## src/rtl/mxv_cmd_parser_if.sv

```systemverilog
// Byte-stream input and field-output handshake bundle for the hex command parser.
interface mxv_cmd_parser_if #(
  parameter int VAL_W = 8
) ();
  typedef logic [7:0] data_uart_t;

  data_uart_t       rx_data;
  logic             rx_valid;
  logic             out_ready;
  logic [VAL_W-1:0] out_value;
  logic             out_valid;
  logic             out_last;
  logic             err;

  modport master (
    output rx_data, rx_valid, out_ready,
    input  out_value, out_valid, out_last, err
  );

  modport slave (
    input  rx_data, rx_valid, out_ready,
    output out_value, out_valid, out_last, err
  );
endinterface

```

## src/rtl/mxv_cmd_parser.sv

```systemverilog
// Parses ASCII hex fields separated by '_' and terminated by CR into values
// with a valid/ready output; malformed input pulses err and drops to the next CR.
module mxv_cmd_parser #(
  parameter int MAX_DIGITS = 2,
  parameter int VAL_W      = 4*MAX_DIGITS
) (
  input  logic           clk,
  input  logic           rst,
  mxv_cmd_parser_if.slave bus
);
  localparam int ACC_W = 4*MAX_DIGITS;
  localparam int CNT_W = $clog2(MAX_DIGITS+1);

  typedef enum logic [1:0] {IDLE, ACCUM, DISCARD} state_t;

  state_t           state, state_nx;
  logic [ACC_W-1:0] acc, acc_nx;
  logic [CNT_W-1:0] count, count_nx;
  logic [ACC_W+3:0] acc_shift;
  logic [3:0]       dval;
  logic             is_digit, is_sep, is_eof;
  logic             full, can_emit, hs, emit, err_nx;

  function automatic logic [4:0] decode_hex(input logic [7:0] b);
    if (b >= 8'h30 && b <= 8'h39) return {1'b1, 4'(b - 8'h30)};
    if (b >= 8'h41 && b <= 8'h46) return {1'b1, 4'(b - 8'h37)};
    return 5'd0;
  endfunction

  always_comb begin
    {is_digit, dval} = decode_hex(bus.rx_data);
    is_sep = (bus.rx_data == 8'h5F);
    is_eof = (bus.rx_data == 8'h0D);
  end

  assign acc_shift = {acc, dval};
  assign full      = (count == CNT_W'(MAX_DIGITS));
  assign hs        = bus.out_valid & bus.out_ready;
  // A new field may only land if the output slot is empty or being accepted now.
  assign can_emit  = !bus.out_valid | bus.out_ready;

  always_ff @(posedge clk or posedge rst) begin
    if (rst) state <= IDLE;
    else     state <= state_nx;
  end

  always_comb begin
    state_nx = state;
    if (bus.rx_valid) begin
      unique case (state)
        IDLE: begin
          if (is_digit)      state_nx = ACCUM;
          else if (!is_eof)  state_nx = DISCARD;
        end
        ACCUM: begin
          if (is_digit)                state_nx = full ? DISCARD : ACCUM;
          else if (is_sep || is_eof)   state_nx = can_emit ? IDLE : DISCARD;
          else                         state_nx = DISCARD;
        end
        DISCARD: begin
          if (is_eof) state_nx = IDLE;
        end
        default: state_nx = IDLE;
      endcase
    end
  end

  always_comb begin
    acc_nx   = acc;
    count_nx = count;
    emit     = 1'b0;
    err_nx   = 1'b0;
    if (bus.rx_valid) begin
      unique case (state)
        IDLE: begin
          if (is_digit) begin
            acc_nx   = acc_shift[ACC_W-1:0];
            count_nx = count + 1'b1;
          end else if (!is_eof) begin
            err_nx = 1'b1;
          end
        end
        ACCUM: begin
          if (is_digit && !full) begin
            acc_nx   = acc_shift[ACC_W-1:0];
            count_nx = count + 1'b1;
          end else begin
            acc_nx   = '0;
            count_nx = '0;
            if ((is_sep || is_eof) && can_emit) emit   = 1'b1;
            else                                err_nx = 1'b1;
          end
        end
        default: ;
      endcase
    end
  end

  always_ff @(posedge clk or posedge rst) begin
    if (rst) begin
      acc           <= '0;
      count         <= '0;
      bus.err       <= 1'b0;
      bus.out_value <= '0;
      bus.out_last  <= 1'b0;
      bus.out_valid <= 1'b0;
    end else begin
      acc     <= acc_nx;
      count   <= count_nx;
      bus.err <= err_nx;
      if (emit) begin
        bus.out_value <= VAL_W'(acc);
        bus.out_last  <= is_eof;
        bus.out_valid <= 1'b1;
      end else if (hs) begin
        bus.out_valid <= 1'b0;
      end
    end
  end
endmodule

```

## src/flat_wrapper.sv

```systemverilog
// flat-port wrapper written by rule: the top's interface ports become plain ports
module mxv_cmd_parser_flat 
#(
  parameter int MAX_DIGITS = 2,
  parameter int VAL_W      = 4*MAX_DIGITS
)
  (clk, rst, bus_rx_data, bus_rx_valid, bus_out_ready, bus_out_value, bus_out_valid, bus_out_last, bus_err);
  mxv_cmd_parser_if #(.VAL_W(VAL_W)) bus_i ();
  input  logic clk;
  input  logic rst;
  input wire logic [$bits(bus_i.rx_data)-1:0] bus_rx_data;
  input wire logic [$bits(bus_i.rx_valid)-1:0] bus_rx_valid;
  input wire logic [$bits(bus_i.out_ready)-1:0] bus_out_ready;
  output wire logic [$bits(bus_i.out_value)-1:0] bus_out_value;
  output wire logic [$bits(bus_i.out_valid)-1:0] bus_out_valid;
  output wire logic [$bits(bus_i.out_last)-1:0] bus_out_last;
  output wire logic [$bits(bus_i.err)-1:0] bus_err;
  assign bus_i.rx_data = bus_rx_data;
  assign bus_i.rx_valid = bus_rx_valid;
  assign bus_i.out_ready = bus_out_ready;
  assign bus_out_value = bus_i.out_value;
  assign bus_out_valid = bus_i.out_valid;
  assign bus_out_last = bus_i.out_last;
  assign bus_err = bus_i.err;
  mxv_cmd_parser #(.MAX_DIGITS(MAX_DIGITS), .VAL_W(VAL_W)) u_core (.clk(clk), .rst(rst), .bus(bus_i));
endmodule
```

## config.mk

```make
export PLATFORM = sky130hd
export DESIGN_NAME = mxv_cmd_parser_flat
export DESIGN_NICKNAME = d
export VERILOG_FILES = /design/src/rtl/mxv_cmd_parser_if.sv /design/src/rtl/mxv_cmd_parser.sv /design/src/flat_wrapper.sv
export SDC_FILE = /design/constraint.sdc
export NUM_CORES = 1
export LEC_CHECK = 0
export CAP_MARGIN = 30
export CELL_PAD_IN_SITES_DETAIL_PLACEMENT = 1
export CELL_PAD_IN_SITES_GLOBAL_PLACEMENT = 1
export CORE_MARGIN = 2
export CORE_UTILIZATION = 36
export DETAILED_ROUTE_END_ITERATION = 16
export PLACE_DENSITY = 0.79
export REMOVE_ABC_BUFFERS = 1
export SLEW_MARGIN = 0
export SYNTH_ARGS = -nofsm -noshare
export SYNTH_HDL_FRONTEND = slang
export SYNTH_SLANG_ARGS = --single-unit
```

## constraint.sdc

```tcl
create_clock -name clk -period 1.47 [get_ports clk]
set_input_delay 0.294 -clock clk [delete_from_list [all_inputs] [get_ports clk]]
set_output_delay 0.294 -clock clk [all_outputs]
set_load 0.05 [all_outputs]
```

# Word level (Yosys, flattened, before mapping)
# Index checks and enable logic that the tools add are counted.
dict set report classes {
  order_cmp 4
  bitwise_logic 2
  reduce_logical 12
  n_eq_ne 8
  mux 33
  add_sub_neg 3
}
# operator n
set ops {}
lappend ops {{5-bit two-way mux} 4}
lappend ops {{2-bit two-way mux} 9}
lappend ops {{8-bit two-way mux} 2}
lappend ops {{8-bit case mux with 2 select lines} 1}
lappend ops {{1-bit two-way mux} 14}
lappend ops {{8-bit by 4-bit equality test with 1-bit output (second input constant)} 1}
lappend ops {{8-bit by 7-bit equality test with 1-bit output (second input constant)} 1}
lappend ops {{8-bit by 6-bit greater-or-equal comparator with 1-bit output (second input constant)} 1}
lappend ops {{8-bit by 7-bit greater-or-equal comparator with 1-bit output (second input constant)} 1}
lappend ops {{8-bit by 6-bit <= comparator with 1-bit output (second input constant)} 1}
lappend ops {{8-bit by 7-bit <= comparator with 1-bit output (second input constant)} 1}
lappend ops {{2-bit case mux with 3 select lines} 1}
lappend ops {{3-bit AND reduction} 2}
lappend ops {{2-bit equality test (second input constant)} 2}
lappend ops {{1-bit logical AND} 4}
lappend ops {{2-bit by 1-bit != test with 1-bit output (second input constant)} 2}
lappend ops {{2-bit case mux with 2 select lines} 1}
lappend ops {{2-bit nonzero test} 2}
lappend ops {{4-bit by 1-bit subtractor with 4-bit output (second input constant)} 1}
lappend ops {{4-bit by 3-bit subtractor with 4-bit output (second input constant)} 1}
lappend ops {{3-bit by 2-bit != test with 1-bit output (second input constant)} 1}
lappend ops {{2-bit by 1-bit adder with 2-bit output (second input constant)} 1}
lappend ops {{2-bit by 1-bit equality test with 1-bit output (second input constant)} 1}
lappend ops {{1-bit zero test} 2}
lappend ops {{5 further kinds} 5}
dict set report totals {
  ff_bits 23
  out_inout_bits 11
}

# Logic depth before layout (Yosys ltp)
dict set report logic_depth {
  ltp_word 11
  mapped_depth 6
  depth_no_buf 6
}

# Least setup slack after synthesis
# Ideal clock, no wire load.
dict set report synth_path {
  path_type {input to register}
  startpoint {input port bus_rx_data[1]}
  endpoint {register u_core.bus.out_value[0]}
  path_slack_ps -302
  stages 6
  t_arrival_ps 1647
  setup_time_ps 125
  n_path_buf 0
  path_cell_list {inv_1 -> ha_1 -> nor3b_1 -> o211ai_2 -> nor2_4 -> mux2_2}
}
dict set report synth_between {
  elab_chain_cells 10
  elab_cells_between_ends 21
}
# item line
set synth_lines {}
lappend synth_lines {{start: declaration} flat_wrapper.sv:11} ;# input wire logic [$bits(bus_i.rx_data)-1:0] bus_rx_data;
lappend synth_lines {{8-bit by 7-bit greater-or-equal comparator with 1-bit output / 8-bit by 7-bit <= comparator with 1-bit output (equally long branches)} mxv_cmd_parser.sv:26} ;# if (b >= 8'h41 && b <= 8'h46) return {1'b1, 4'(b - 8'h37)};
lappend synth_lines {{1-bit logical AND} mxv_cmd_parser.sv:26}
lappend synth_lines {{1-bit two-way mux (2 in series)} mxv_cmd_parser.sv:26}
lappend synth_lines {{5-bit two-way mux} mxv_cmd_parser.sv:27} ;# return 5'd0;
lappend synth_lines {{5-bit two-way mux} mxv_cmd_parser.sv:26}
lappend synth_lines {{1-bit logical AND} mxv_cmd_parser.sv:84} ;# if (is_digit && !full) begin
lappend synth_lines {{1-bit two-way mux *} mxv_cmd_parser.sv:84}
lappend synth_lines {{1-bit two-way mux *} mxv_cmd_parser.sv:74} ;# unique case (state)
lappend synth_lines {{1-bit two-way mux *} mxv_cmd_parser.sv:73} ;# if (bus.rx_valid) begin
lappend synth_lines {{end signal: assignment} mxv_cmd_parser.sv:112} ;# bus.out_value <= VAL_W'(acc);
lappend synth_lines {{end: declaration} mxv_cmd_parser_if.sv:22} ;# output out_value, out_valid, out_last, err
# Every way passes the cells marked *; elsewhere a longest branch is shown, timed or not. The select of a mux whose other input is x is not followed.
# A chain may end at the register's enable or synchronous reset.

# Worst setup path in the final report
dict set report layout_path {
  startpoint {input port bus_rx_data[3]}
  endpoint {register u_core.count[0]}
}
dict set report layout_between {
  elab_chain_cells 9
  elab_cells_between_ends 17
}
# item line
set layout_lines {}
lappend layout_lines {{8-bit by 7-bit greater-or-equal comparator with 1-bit output / 8-bit by 7-bit <= comparator with 1-bit output (equally long branches)} mxv_cmd_parser.sv:26}
lappend layout_lines {{1-bit logical AND} mxv_cmd_parser.sv:26}
lappend layout_lines {{1-bit two-way mux (2 in series)} mxv_cmd_parser.sv:26}
lappend layout_lines {{5-bit two-way mux} mxv_cmd_parser.sv:27}
lappend layout_lines {{5-bit two-way mux *} mxv_cmd_parser.sv:26}
lappend layout_lines {{1-bit logical AND} mxv_cmd_parser.sv:84}
lappend layout_lines {{2-bit two-way mux} mxv_cmd_parser.sv:84}
lappend layout_lines {{2-bit case mux with 2 select lines} mxv_cmd_parser.sv:74}
lappend layout_lines {{end signal: assignment} mxv_cmd_parser.sv:109} ;# count <= count_nx;
lappend layout_lines {{end: declaration} mxv_cmd_parser.sv:18} ;# logic [CNT_W-1:0] count, count_nx;
# Marks and branches as above.

==> flow_summary.toml <==
[floorplanning]
rows = 21
die-area_um2 = 3870
die_x_um = 62.2
die_y_um = 62.2
pin_count = 23
coreArea_um2 = 3280
start_util_pct = 37.1

[drt]
drtIter0Drc = 52
first_pass_iters = 4
route.detailed.drc = 0
wl_um = 5030
routedWlPerCell_um = 22.9
ant_nets = 0
via_count = 1201
vias_per_cell = 5.46

[yosys]
synth.distinct_cells = 35
synth_ff_type = "dfrtp_1"
yosys_warnings = 0
seq_area_frac_synth_pct = 47.2
synth_area_leaders = "dfrtp_1 (47%), mux2_2 (9.2%), a22o_1 (5.7%), ha_1 (5.1%), o21ai_0 (2.5%)"
synth-edff-count = 0
synth.top_cell.area_share_pct = 47.2
syn_inst = 103
syn_area_per_cell_um2 = 11.8
ys_ff_latch = 23
syn_area_um2 = 1220
synth_top_area_cell = "dfrtp_1"
synth-async-reset-ratio_pct = 100

[pwr]
p_switching_uw = 320
netSwitchingFraction_pct = 26.7
p_seq_share_pct = 54.3
power_density_nw_per_um2 = 541
p_clk_share_pct = 24.1
comb_power_share_pct = 21.6
p_leak_uw = 0.00102
p_int_uw = 879
max-vdd-ir-drop_uv = 643

[clocking]
cts.path.max_buffers = 2
cts_inserted_buffers = 3
clk_pin_slew_ps = 120
cts_tree = "yes"
ctsRootBufferMaster = "clkbuf_4"
clock_latency_ps = 310
cts_sinks = 23
cts_htree_levels = 1

[timing]
drv_slew = 0
clock_skew_ps = 1.36
period_needed_ps = 1550
max_slew.worst_pin.slew_ps = 311
fmax_mhz = 647
period_share_pct = 105
fin_ws_ps = -75.2
holdWs_ps = 313
setup_viol = 16
slew_headroom_pct = 79.2
hold_viol = 0
rsz0062_at_grt = "true"

[layout]
nets = 192
syn2layout_area_growth_pct = 81.6
final_layout_size_suffix_gt1_share_pct = 61.5
fillers = 330
antenna_cells = 0
final_common_cell = "buf_4"
final_cell_mix = "buf_4 (35), dfrtp_1 (23), buf_12 (13)"
finish.utilization_pct = 67.5

[worst_setup_path]
path_class = "in -> reg"
required_ps = 1680
worstSetupStartpointType = "primary input"
crit_fanout = 5
endpoint_kind = "register"
r2r_start = "u_core.state[1]"
arrival_ps = 1750
crit_path_start = "bus_rx_data[3]"

[flow_run]
cap_violations = 0

[min_path]
hold_path.class = "in -> async"

[global_route]
grt_use_total_pct = 22.5
antenna_found_initial = 0
grt_pass1_vias = 1315
grt_max_degree = 24
grt_overflow = 0
grt_pass1_wl_um = 6850

[run_status]
violations = "negative setup slack"
outcome = "finished with violations"

[placed_design]
place_ws_ps = -792
io_buffers = 22
hpwl_um = 2770
place.gp.congestion = 0.872
kinds of logic after synthesis:
family / count (synthesis) / synth area share [%]
AOI/OAI and AO/OA: 35 / 22.8
buffers and inverters: 7 / 2.15
adders and majority gates: 5 / 5.13
DFF: 23 / 47.2
and+or+nand+nor: 23 / 13.5
muxes: 10 / 9.23
synthesized netlist by cell type (2+ instances only):
| library cell | n |
|---|---|
| o21ai_0 | 6 |
| a21oi_1 | 5 |
| a22oi_1 | 2 |
| o2bb2ai_1 | 3 |
| ha_1 | 5 |
| nand2b_1 | 3 |
| mux2_2 | 10 |
| inv_1 | 7 |
| nand2_1 | 2 |
| nor2_1 | 5 |
| dfrtp_1 | 23 |
| a22o_1 | 8 |
| nand3_1 | 2 |
routing by layer:
layer / track usage [%] / share of wire, % / vias to the layer above
li1: - / - / 532
met1: 27.0 / 41 / 614
met2: 41.8 / 53 / 47
met3: 4.89 / 4.3 / 8
met4: 3.89 / 1.7 / 0
met5: 0 / 0 / -
layout make-up:
cell class / count / area [um2] / area share, %
tap: 46 / 57.6 / 2.60
timing repair buffer: 67 / 691 / 31.2
inverter: 7 / 28.8 / 1.30
clock inverter: 1 / 5.00 / 0.226
sequential: 23 / 576 / 26.0
multi-input combinational: 73 / 836 / 37.7
clock buffer: 3 / 22.5 / 1.02
metrics by stage:
step | total power (uW) | cell area (um2) | setup TNS [ps] | instances
2_1_floorplan | 727 | 1220 | -3490 | 103
3_3_place_gp | 825 | 1860 | -14790 | 204
3_5_place_dp | 837 | 1860 | -16660 | 204
4_1_cts | 1170 | 2110 | -146 | 216
5_1_grt | 1250 | 2220 | -1230 | 220
6_report | 1200 | 2220 | -518 | 220
final timing paths:
kind | endpoint | slack, ps | depth (start not counted)
worst max-delay path | u_core.count[0] | -80 | 6
worst min-delay path | u_core.bus.err | 310 | 3
worst min register to register | u_core.acc[4] | 550 | 1
worst max register to register | u_core.count[0] | -70 | 6
max in group asynchronous | u_core.acc[1] | 930 | 3
min in group clk | u_core.acc[3] | 450 | 4
sequential cells by signal, indices dropped and copies added, names as in the netlist:
signal and count:
u_core.state 2, u_core.acc 8, u_core.bus.out_value 8, u_core.bus.err 1
u_core.bus.out_valid 1, u_core.bus.out_last 1, u_core.count 2
what timing repair did:
action | CTS | global route
hold endpoints to repair | 0 | 0
pin swaps | 18 | 11
hold buffers | 0 | 0
endpoints found under the setup margin | 23 | 21
cloned | 1 | 0
resized for setup | 64 | 22
buffers inserted | 7 | 5
critical path: stages:
cell	delay [ps]
buf_2	110
or4_4	570
nor3_4	200
a211oi_2	120
buf_4	190
mux2_4	270
power by group through the flow:
stage	logic, uW	clock network [uW]	registers, uW
floorplan	68.0	0	659
global route	275	321	652
finish	259	289	651
detailed placement	176	0	661
CTS	225	298	650
global placement	165	0	660
(Power assumes the default switching activity.)
